**config.mk**
```make
export PLATFORM = sky130hd
export DESIGN_NAME = spi_target_flat
export DESIGN_NICKNAME = d
export VERILOG_FILES = /design/src/rtl/spi_target_if.sv /design/src/rtl/spi_target.sv /design/src/flat_wrapper.sv
export SDC_FILE = /design/constraint.sdc
export NUM_CORES = 1
export LEC_CHECK = 0
export CORE_UTILIZATION = 50
export CTS_CLUSTER_SIZE = 25
export DETAILED_ROUTE_END_ITERATION = 10
export MAX_ROUTING_LAYER = met4
export PLACE_DENSITY = 0.75
export SLEW_MARGIN = 10
export SYNTH_ARGS = -nofsm -noshare
export SYNTH_HDL_FRONTEND = slang
export SYNTH_SLANG_ARGS = --single-unit
```
**constraint.sdc**
```tcl
create_clock -name CLK -period 2.5 [get_ports CLK]
set_clock_uncertainty 0.05 [all_clocks]
set_input_delay 0.75 -clock CLK [delete_from_list [all_inputs] [get_ports CLK]]
set_output_delay 0.75 -clock CLK [all_outputs]
set_load 0.02 [all_outputs]
```
**src/rtl/spi_target_if.sv**
```systemverilog
// Bus bundle for spi_target: SPI pins plus the CPU-side rx/tx byte handshake.
// The target uses the slave view; a master model or the SoC glue uses the master view.
interface spi_target_if;
  logic       SPI_CLK;
  logic       SPI_MOSI;
  logic       SPI_CS;
  logic       SPI_MISO;
  logic       miso_oe;
  logic [7:0] rx_data;
  logic       rx_valid;
  logic [7:0] tx_data;
  logic       tx_wr;
  logic       tx_full;
  logic       tx_underrun;
  logic       busy;

  modport slave (
    input  SPI_CLK, SPI_MOSI, SPI_CS, tx_data, tx_wr,
    output SPI_MISO, miso_oe, rx_data, rx_valid, tx_full, tx_underrun, busy
  );

  modport master (
    output SPI_CLK, SPI_MOSI, SPI_CS, tx_data, tx_wr,
    input  SPI_MISO, miso_oe, rx_data, rx_valid, tx_full, tx_underrun, busy
  );
endinterface

```
**src/rtl/spi_target.sv**
```systemverilog
// SPI mode-0 target oversampled by CLK: MSB-first 8-bit frames, byte deserialiser
// on MOSI and a one-byte transmit holding register feeding MISO.
module spi_target (
  input  logic          CLK,
  input  logic          resetn,
  spi_target_if.slave   bus
);

  // Pin synchronisers; the _d stage on SCK and CS exists only for edge detection.
  logic sck_meta_q, sck_s_q, sck_d_q;
  logic cs_meta_q, cs_s_q, cs_d_q;
  logic mosi_meta_q, mosi_s_q;

  // NOTE: idle values here (SCK low, CS high) keep reset release from looking like a select or an SCK edge.
  always_ff @(posedge CLK or negedge resetn) begin
    if (!resetn) begin
      sck_meta_q  <= 1'b0;
      sck_s_q     <= 1'b0;
      sck_d_q     <= 1'b0;
      cs_meta_q   <= 1'b1;
      cs_s_q      <= 1'b1;
      cs_d_q      <= 1'b1;
      mosi_meta_q <= 1'b0;
      mosi_s_q    <= 1'b0;
    end else begin
      sck_meta_q  <= bus.SPI_CLK;
      sck_s_q     <= sck_meta_q;
      sck_d_q     <= sck_s_q;
      cs_meta_q   <= bus.SPI_CS;
      cs_s_q      <= cs_meta_q;
      cs_d_q      <= cs_s_q;
      mosi_meta_q <= bus.SPI_MOSI;
      mosi_s_q    <= mosi_meta_q;
    end
  end

  logic sck_rise, sck_fall, sel, selected;
  assign sck_rise = sck_s_q & ~sck_d_q;
  assign sck_fall = ~sck_s_q & sck_d_q;
  assign sel      = cs_d_q & ~cs_s_q;
  assign selected = ~cs_s_q;

  logic [2:0] bit_cnt_q, bit_cnt_d;
  logic [7:0] rx_shift_q, rx_shift_d;
  logic [7:0] rx_data_q, rx_data_d;
  logic       rx_valid_q, rx_valid_d;
  logic [7:0] tx_shift_q, tx_shift_d;
  logic [7:0] hold_q, hold_d;
  logic       tx_full_q, tx_full_d;
  logic       underrun_q, underrun_d;

  logic load, write_hold;
  // A load happens at select and on the SCK fall that closes each byte.
  assign load = sel | (selected & sck_fall & (bit_cnt_q == 3'd0));
  // With a load in the same cycle, the holding register only accepts a write if it was full.
  assign write_hold = bus.tx_wr & (tx_full_q ? load : ~load);

  // NOTE: next-state logic uses blocking assignments after a full set of defaults, so no latches form.
  always_comb begin
    bit_cnt_d  = bit_cnt_q;
    rx_shift_d = rx_shift_q;
    rx_data_d  = rx_data_q;
    rx_valid_d = 1'b0;
    tx_shift_d = tx_shift_q;
    hold_d     = hold_q;
    tx_full_d  = tx_full_q;
    underrun_d = 1'b0;

    if (!selected) begin
      bit_cnt_d = 3'd0;
    end else if (sel) begin
      bit_cnt_d  = 3'd0;
      rx_shift_d = 8'h00;
    end else if (sck_rise) begin
      rx_shift_d = {rx_shift_q[6:0], mosi_s_q};
      bit_cnt_d  = bit_cnt_q + 3'd1;
      if (bit_cnt_q == 3'd7) begin
        rx_data_d  = {rx_shift_q[6:0], mosi_s_q};
        rx_valid_d = 1'b1;
      end
    end

    if (load) begin
      if (tx_full_q) begin
        tx_shift_d = hold_q;
        tx_full_d  = 1'b0;
      end else if (bus.tx_wr) begin
        tx_shift_d = bus.tx_data;
      end else begin
        tx_shift_d = 8'hFF;
        underrun_d = 1'b1;
      end
    end else if (selected && sck_fall) begin
      tx_shift_d = {tx_shift_q[6:0], 1'b1};
    end

    if (write_hold) begin
      hold_d    = bus.tx_data;
      tx_full_d = 1'b1;
    end
  end

  // NOTE: sequential state updates use non-blocking assignments only.
  always_ff @(posedge CLK or negedge resetn) begin
    if (!resetn) begin
      bit_cnt_q  <= 3'd0;
      rx_shift_q <= 8'h00;
      rx_data_q  <= 8'h00;
      rx_valid_q <= 1'b0;
      tx_shift_q <= 8'hFF;
      hold_q     <= 8'h00;
      tx_full_q  <= 1'b0;
      underrun_q <= 1'b0;
    end else begin
      bit_cnt_q  <= bit_cnt_d;
      rx_shift_q <= rx_shift_d;
      rx_data_q  <= rx_data_d;
      rx_valid_q <= rx_valid_d;
      tx_shift_q <= tx_shift_d;
      hold_q     <= hold_d;
      tx_full_q  <= tx_full_d;
      underrun_q <= underrun_d;
    end
  end

  assign bus.SPI_MISO    = selected ? tx_shift_q[7] : 1'b1;
  assign bus.miso_oe     = selected;
  assign bus.busy        = selected;
  assign bus.rx_data     = rx_data_q;
  assign bus.rx_valid    = rx_valid_q;
  assign bus.tx_full     = tx_full_q;
  assign bus.tx_underrun = underrun_q;

endmodule
```
**src/flat_wrapper.sv**
```systemverilog
// flat-port wrapper written by rule: the top's interface ports become plain ports
module spi_target_flat 
  (CLK, resetn, bus_SPI_CLK, bus_SPI_MOSI, bus_SPI_CS, bus_tx_data, bus_tx_wr, bus_SPI_MISO, bus_miso_oe, bus_rx_data, bus_rx_valid, bus_tx_full, bus_tx_underrun, bus_busy);
  spi_target_if bus_i ();
  input  logic CLK;
  input  logic resetn;
  input wire logic [$bits(bus_i.SPI_CLK)-1:0] bus_SPI_CLK;
  input wire logic [$bits(bus_i.SPI_MOSI)-1:0] bus_SPI_MOSI;
  input wire logic [$bits(bus_i.SPI_CS)-1:0] bus_SPI_CS;
  input wire logic [$bits(bus_i.tx_data)-1:0] bus_tx_data;
  input wire logic [$bits(bus_i.tx_wr)-1:0] bus_tx_wr;
  output wire logic [$bits(bus_i.SPI_MISO)-1:0] bus_SPI_MISO;
  output wire logic [$bits(bus_i.miso_oe)-1:0] bus_miso_oe;
  output wire logic [$bits(bus_i.rx_data)-1:0] bus_rx_data;
  output wire logic [$bits(bus_i.rx_valid)-1:0] bus_rx_valid;
  output wire logic [$bits(bus_i.tx_full)-1:0] bus_tx_full;
  output wire logic [$bits(bus_i.tx_underrun)-1:0] bus_tx_underrun;
  output wire logic [$bits(bus_i.busy)-1:0] bus_busy;
  assign bus_i.SPI_CLK = bus_SPI_CLK;
  assign bus_i.SPI_MOSI = bus_SPI_MOSI;
  assign bus_i.SPI_CS = bus_SPI_CS;
  assign bus_i.tx_data = bus_tx_data;
  assign bus_i.tx_wr = bus_tx_wr;
  assign bus_SPI_MISO = bus_i.SPI_MISO;
  assign bus_miso_oe = bus_i.miso_oe;
  assign bus_rx_data = bus_i.rx_data;
  assign bus_rx_valid = bus_i.rx_valid;
  assign bus_tx_full = bus_i.tx_full;
  assign bus_tx_underrun = bus_i.tx_underrun;
  assign bus_busy = bus_i.busy;
  spi_target u_core (.CLK(CLK), .resetn(resetn), .bus(bus_i));
endmodule
```
==> metrics, run 1 <==
status=finished clean; number of buffers created by CTS=5; max_cap viols=0; Final Critical Period=2380 ps; combined global-route utilization of all metal layers=20.5%; CTS Root Cell=sky130_fd_sc_hd__clkbuf_8; remaining max-slew budget at the tightest pin=46.1%; Post-Synthesis Net Count=188; largest stage delay on the critical path=590 ps; type of element capturing the critical path=output pin; number of placement rows=22; # port buffers=27; startpoint of the worst-slack reg-to-reg timing path=u_core.bit_cnt_q[0]; wire length of the first global-routing pass=6470 um; drt total wl=3620 um; Core Box Area=3800 um2; largest net degree at the start of global routing=25; Worst Hold Path EP=u_core.cs_s_q; Hold Vio Cnt, Final=0; Tightest Pin Transition=803 ps; Tcrit/Tclk final=95.3%; hold path startpoint=u_core.cs_meta_q; number of cells traversed by the worst hold path=0; Warnings, synthesis=0; per-cell via count in the routed design=5.39; Unique masters post-synth=38; Post-Synthesis Mean Instance Area=12.0 um2; area added between synthesis and finish=19.4%; insertion delay to the later sink of the worst-skew pair=300 ps; HPWL reported at the end of detailed placement=2570 um; drt wl/cell=14.6 um; Clock H-tree levels=2; die height=66.0 um; antenna violations before repair=0; critical path cell sequence=or2_2, clkdlybuf4s50_1; Mapped Cells=171; 1st-iter DRT viols=74; register-to-register setup slack=600 ps; final standard cell area without fillers=2450 um2; capture point of the worst reg-to-reg path=u_core.hold_q[4]; Slew Limit Fails=0; Inst Count DP=238; routed vias=1,337; Worst IR Drop VDD=0.000459 V; highest clock rate=420 MHz; total power per unit cell area=666 nW/um2; CP max FO=4; die area=4360 um2; initial core utilization=54.0%; startpoint types=flop; final setup violation count=0; antenna cell count=0; sequential area share after synthesis=55.6%; count of cells along the worst register-to-register path=6; leakage power total=1.16 nW; number of non-filler instances in the completed layout=248; Core Util, Final=64.5%; clock tree buffer depth=2; layout cells sized above 1=30.0%; Post-Route Setup TNS=0 ps; worst min-delay path category=flop to flop; Total Nets Final=216; #FFs+latches synth=45; Remaining DRCs=0; data arrival time of the critical path=1580 ps; Die Span X=66.0 um; number of global-route vias before repair=1,422; RD Place Congestion=0.890; TritonCTS clock tree=built; Remaining Overflow, GRT=0; Detailed Routing Iterations Pass 1=5; post-synth design cell area=2050 um2; clock-pin slew on the worst setup and hold paths=80 ps; clock tree sinks=45; worst setup path category=flop to output pin; cell area after placement=2340 um2; critical path's slowest cell=sky130_fd_sc_hd__clkdlybuf4s50_1; number of top-level pins=28; Worst Path Required=1700 ps; setup repair after global routing missed its margin=false; ANT nets after route=0
[area by class of cell]
cell class | instances | area (um2)
Inverter | 18 | 67.6
Clock buffer | 6 | 82.6
Sequential cell | 45 | 1140
Multi-Input combinational cell | 96 | 763
Clock inverter | 2 | 13.8
Fill cell | 290 | 1350
Tap cell | 48 | 60.1
Timing Repair Buffer | 33 | 322
[where the power goes]
part / leakage [nW] / internal, W / total [W] / switching (W)
clock network: 0.0512 / 0.000224 / 0.000467 / 0.000243
registers: 0.563 / 0.000828 / 0.000873 / 0.0000447
logic: 0.549 / 0.000151 / 0.000290 / 0.000139
[kinds of logic (layout without fill, tap and decap cells)]
| family | after synthesis | count (layout) | synth area share [%] |
|---|---|---|---|
| flip-flops | 45 | 45 | 55.6 |
| AO/OA/AOI/OAI | 41 | 41 | 15.3 |
| AND/OR/NAND/NOR | 38 | 38 | 12.5 |
| buffers and inverters | 30 | 59 | 7.20 |
| multiplexers | 11 | 11 | 5.86 |
| adder cells (fa/ha/maj) | 4 | 4 | 2.32 |
| XOR/XNOR | 2 | 2 | 1.22 |
[cells in the mapped netlist]
library cell               number  area, um2
sky130_fd_sc_hd__o21ai_0        8       40.0
sky130_fd_sc_hd__nor3b_1        2       15.0
sky130_fd_sc_hd__and2b_1        1       7.51
sky130_fd_sc_hd__buf_4          2       15.0
sky130_fd_sc_hd__or2_2          1       6.26
sky130_fd_sc_hd__mux2_2         8       90.1
sky130_fd_sc_hd__nand2_1       10       37.5
sky130_fd_sc_hd__inv_1         18       67.6
sky130_fd_sc_hd__a21oi_1        8       40.0
sky130_fd_sc_hd__and4bb_4       1       16.3
sky130_fd_sc_hd__dfstp_2       11        289
sky130_fd_sc_hd__maj3_1         1       10.0
sky130_fd_sc_hd__o2bb2a_4       1       20.0
sky130_fd_sc_hd__ha_1           3       37.5
sky130_fd_sc_hd__o21ai_1        1       5.00
sky130_fd_sc_hd__xnor2_1        1       8.76
sky130_fd_sc_hd__nand2b_1       3       18.8
sky130_fd_sc_hd__and2_2         1       7.51
sky130_fd_sc_hd__a22o_1         7       61.3
sky130_fd_sc_hd__o21ai_2        1       8.76
sky130_fd_sc_hd__nor2b_1        2       12.5
sky130_fd_sc_hd__mux2i_1        3       30.0
sky130_fd_sc_hd__dfrtp_1       34        851
sky130_fd_sc_hd__and3b_2        1       10.0
sky130_fd_sc_hd__nor3_1         4       20.0
sky130_fd_sc_hd__a221oi_1       1       8.76
sky130_fd_sc_hd__xor2_2         1       16.3
sky130_fd_sc_hd__buf_6          3       33.8
sky130_fd_sc_hd__nand2b_4       1       13.8
sky130_fd_sc_hd__and3_2         8       60.1
sky130_fd_sc_hd__clkbuf_2       1       5.00
sky130_fd_sc_hd__buf_2          3       15.0
sky130_fd_sc_hd__nand2_4        1       11.3
sky130_fd_sc_hd__nor3_4         1       16.3
sky130_fd_sc_hd__clkbuf_1       3       11.3
sky130_fd_sc_hd__a31o_2         8       70.1
sky130_fd_sc_hd__a222oi_1       6       60.1
sky130_fd_sc_hd__nor2_1         1       3.75
[metal layers]
metal	part of all wire (%)	vias to the layer above	wire (um)	GRT usage, %
li1	-	652	-	-
met1	47	632	1700	26.0
met2	46	45	1670	31.4
met3	5.1	8	185	6.21
met4	1.6	0	58	7.18
met5	0	-	0	-
[layout by cell type (no fill, tap or decap), drive strengths merged, types with 2 or more instances in the layout]
master,Yosys,final
nor3b,2,2
and3,8,8
buf,8,7
a22o,7,7
inv,18,18
dfrtp,34,34
a222oi,6,6
mux2,8,8
a31o,8,8
mux2i,3,3
ha,3,3
clkinv,0,2
a21oi,8,8
nor2b,2,2
clkdlybuf4s50,0,25
o21ai,10,10
clkbuf,4,6
nand2,11,11
dfstp,11,11
nor3,5,5
nand2b,4,4
[worst max-delay path by stage]
stage                        startpoint               end  slack, ps  cells after the start
after floorplan               bus_tx_wr  u_core.hold_q[0]        730                      5
after CTS                 u_core.cs_s_q      bus_SPI_MISO        100                      2
after global placement        bus_tx_wr  u_core.hold_q[7]        180                      5
after global routing      u_core.cs_s_q      bus_SPI_MISO         60                      2
final                     u_core.cs_s_q      bus_SPI_MISO        120                      2
after detailed placement      bus_tx_wr  u_core.hold_q[5]         80                      5
[worst max-delay path: cells and delay by family (launching register included)]
| kind | cells | cell delay, ps |
|---|---|---|
| and+or+nand+nor | 1 | 120 |
| DFF | 1 | 570 |
| buffers and inverters | 1 | 590 |
[through the flow]
stage / total power [W] / setup slack (ps) / hold slack, ps
2_1_floorplan: 0.00108 / 734 / 281
3_3_place_gp: 0.00116 / 179 / 285
3_5_place_dp: 0.00117 / 82.2 / 295
4_1_cts: 0.00165 / 99.9 / 310
5_1_grt: 0.00173 / 60.9 / 315
6_report: 0.00163 / 117 / 309
[repair_timing]
| item | in CTS | in global routing |
|---|---|---|
| setup endpoints to repair | 3 | 0 |
| gates resized for setup | 1 | 0 |
| hold buffers | 0 | 0 |
| setup buffers | 2 | 0 |
[state kept, by name, summed over array words and instances (netlist names)]
name / flops
u_core.rx_shift_q: 7
u_core.bus.rx_valid: 1
u_core.bit_cnt_q: 3
u_core.mosi_meta_q: 1
u_core.cs_meta_q: 1
u_core.bus.tx_underrun: 1
u_core.mosi_s_q: 1
u_core.cs_s_q: 1
u_core.bus.rx_data: 8
u_core.tx_shift_q: 8
u_core.sck_d_q: 1
u_core.cs_d_q: 1
u_core.sck_s_q: 1
u_core.hold_q: 8
u_core.bus.tx_full: 1
u_core.sck_meta_q: 1
No activity file was read; power rests on OpenSTA's default activity.
==> run 2: changes to the inputs <==
--- a/config.mk
+++ b/config.mk
@@ -5,11 +5,13 @@
 export SDC_FILE = /design/constraint.sdc
 export NUM_CORES = 1
 export LEC_CHECK = 0
-export CORE_UTILIZATION = 50
+export CELL_PAD_IN_SITES_DETAIL_PLACEMENT = 0
+export CELL_PAD_IN_SITES_GLOBAL_PLACEMENT = 1
+export CORE_UTILIZATION = 46
 export CTS_CLUSTER_SIZE = 25
 export DETAILED_ROUTE_END_ITERATION = 10
 export MAX_ROUTING_LAYER = met4
-export PLACE_DENSITY = 0.75
+export PLACE_DENSITY = 0.84
 export SLEW_MARGIN = 10
 export SYNTH_ARGS = -nofsm -noshare
 export SYNTH_HDL_FRONTEND = slang
==> run 2 against run 1 <==
Net effect:
- sequential power hardly changed
- global-route usage down 1.5 points
- die area rose by 8.4%
- design area fell by 0.20%
- flip-flop and latch count is the same
- hold slack got worse by 5.6 ps
- critical endpoint unchanged
==> metrics, run 2 (same netlist as run 1, synthesis figures left out) <==
Tightest Pin Transition=842 ps (+38.7 ps); Detailed Routing Iterations Pass 1=6 (+1); worst min-delay path category=flop to flop; insertion delay to the later sink of the worst-skew pair=290 ps (about the same); number of top-level pins=28 (unchanged); Core Box Area=4140 um2 (+9.1%); area taken by multi-input logic gates=763 um2 (unchanged); Tcrit/Tclk final=94.1% (-1.2 points); Post-Route Setup TNS=0 ps (unchanged); type of element capturing the critical path=output pin; number of global-route vias before repair=1,363 (-4.1%); Remaining Overflow, GRT=0 (unchanged); Slew Limit Fails=0 (unchanged); initial core utilization=49.5% (-4.5 points); Filler Cell Count=338 (+17%); TritonCTS clock tree=built; Total Nets Final=217 (+0.46%); per-cell via count in the routed design=5.55 (+3.0%); remaining max-slew budget at the tightest pin=43.5% (-2.6 points); status=finished clean; die height=68.8 um (+4.1%); clock tree buffer depth=2 (unchanged); total power per unit cell area=661 nW/um2 (-0.65%); drt total wl=3860 um (+6.6%); largest stage delay on the critical path=590 ps (about the same); number of buffers created by CTS=5 (unchanged); CP max FO=4 (unchanged); number of non-filler instances in the completed layout=251 (+1.2%); Worst Path Required=1700 ps (about the same); CTS Root Cell=sky130_fd_sc_hd__clkbuf_8; sequential cell area in the final layout=1140 um2 (unchanged); Hold Vio Cnt, Final=0 (unchanged); Remaining DRCs=0 (unchanged); RD Place Congestion=0.797 (-10%); Inst Count DP=242 (+1.7%); startpoint types=flop; combined global-route utilization of all metal layers=19.0% (-1.5 points); Core Util, Final=59.0% (-5.5 points); number of placement rows=23 (+4.5%); clock tree sinks=45 (unchanged); area added between synthesis and finish=19.2%; Clock H-tree levels=2 (unchanged); most frequent standard cell in the layout excluding fill and tap cells=sky130_fd_sc_hd__dfrtp_1; ANT nets after route=0 (unchanged); leakage power total=1.16 nW (-0.35%); # port buffers=27 (unchanged); antenna violations before repair=0 (unchanged); routed vias=1,394 (+4.3%); critical path cell sequence=or2_2, clkdlybuf4s50_1; wire length of the first global-routing pass=6350 um (-1.8%); setup repair after global routing missed its margin=false; largest net degree at the start of global routing=37 (+48%); critical path's slowest cell=sky130_fd_sc_hd__clkdlybuf4s50_1; clock-pin slew on the worst setup and hold paths=70 ps (about the same); drt wl/cell=15.4 um (+5.3%); final setup violation count=0 (unchanged); Worst IR Drop VDD=0.000415 V (-9.7%); 1st-iter DRT viols=128 (+73%); Die Span X=68.8 um (+4.1%); most frequent cells in the layout=34 x sky130_fd_sc_hd__dfrtp_1, 26 x sky130_fd_sc_hd__clkdlybuf4s50_1, 18 x sky130_fd_sc_hd__inv_1; Power, Total=0.00162 W (-0.85%); highest clock rate=425 MHz (+1.3%); cell area after placement=2340 um2 (+0.21%); Final Critical Period=2350 ps (-30.0 ps); antenna cell count=0 (unchanged); die area=4730 um2 (+8.4%); HPWL reported at the end of detailed placement=2710 um (+5.6%); max_cap viols=0 (unchanged); final standard cell area without fillers=2440 um2 (-0.20%); layout cells sized above 1=29.9% (-0.15 points); cts hold-fix bufs=0 (unchanged); data arrival time of the critical path=1550 ps (-30 ps); worst setup path category=flop to output pin
run 2: layout make-up:
cell class | instances | share of cell area [%]
Inverter | 18 | 2.76
Clock buffer | 7 | 3.53
Clock inverter | 1 | 0.256
Sequential cell | 45 | 46.6
Timing Repair Buffer | 34 | 13.0
Tap cell | 50 | 2.56
Multi-Input combinational cell | 96 | 31.2
run 2: power by group:
group	leakage, nW	total, W	switching [W]	internal [W]
logic	0.548	0.000296	0.000145	0.000151
clock network	0.0488	0.000448	0.000223	0.000225
registers	0.563	0.000872	0.0000438	0.000828
total	1.16	0.00162	0.000412	0.00120
run 2: routing by layer:
metal | GRT usage [%] | routed length (um)
met1 | 24.7 | 1840
met2 | 29.4 | 1830
met3 | 3.45 | 157
met4 | 7.91 | 34
met5 | - | 0
run 2: worst max-delay path, delay by kind of cell (launching register included):
| kind | cells | cell delay, ps |
|---|---|---|
| buffers and inverters | 1 | 590 |
| flip-flops | 1 | 570 |
| AND/OR/NAND/NOR | 1 | 110 |
run 2: timing repair:
action | CTS | global route
resized for setup | 0 | 0
setup endpoints to repair | 1 | 0
endpoints found under the hold margin | 0 | 0
setup buffers | 1 | 0
run 2: per-stage QoR:
step	hold slack (ps)	setup slack [ps]
5_1_grt	311	82.0
6_report	303	148
3_3_place_gp	284	166
4_1_cts	305	120
3_5_place_dp	286	105
2_1_floorplan	281	734
run 2: final timing paths:
check                                  startpoint               endpoint  slack (ps)  cells past startpoint
worst max-delay path                u_core.cs_s_q           bus_SPI_MISO         150                      2
worst min-delay path            u_core.sck_meta_q         u_core.sck_s_q         300                      0
worst max register to register      u_core.cs_s_q   u_core.tx_shift_q[7]         700                      5
worst min register to register  u_core.sck_meta_q         u_core.sck_s_q         300                      0
max in group asynchronous                  resetn   u_core.tx_shift_q[0]        1240                      2
min in group asynchronous                  resetn  u_core.bus.rx_data[6]         470                      1
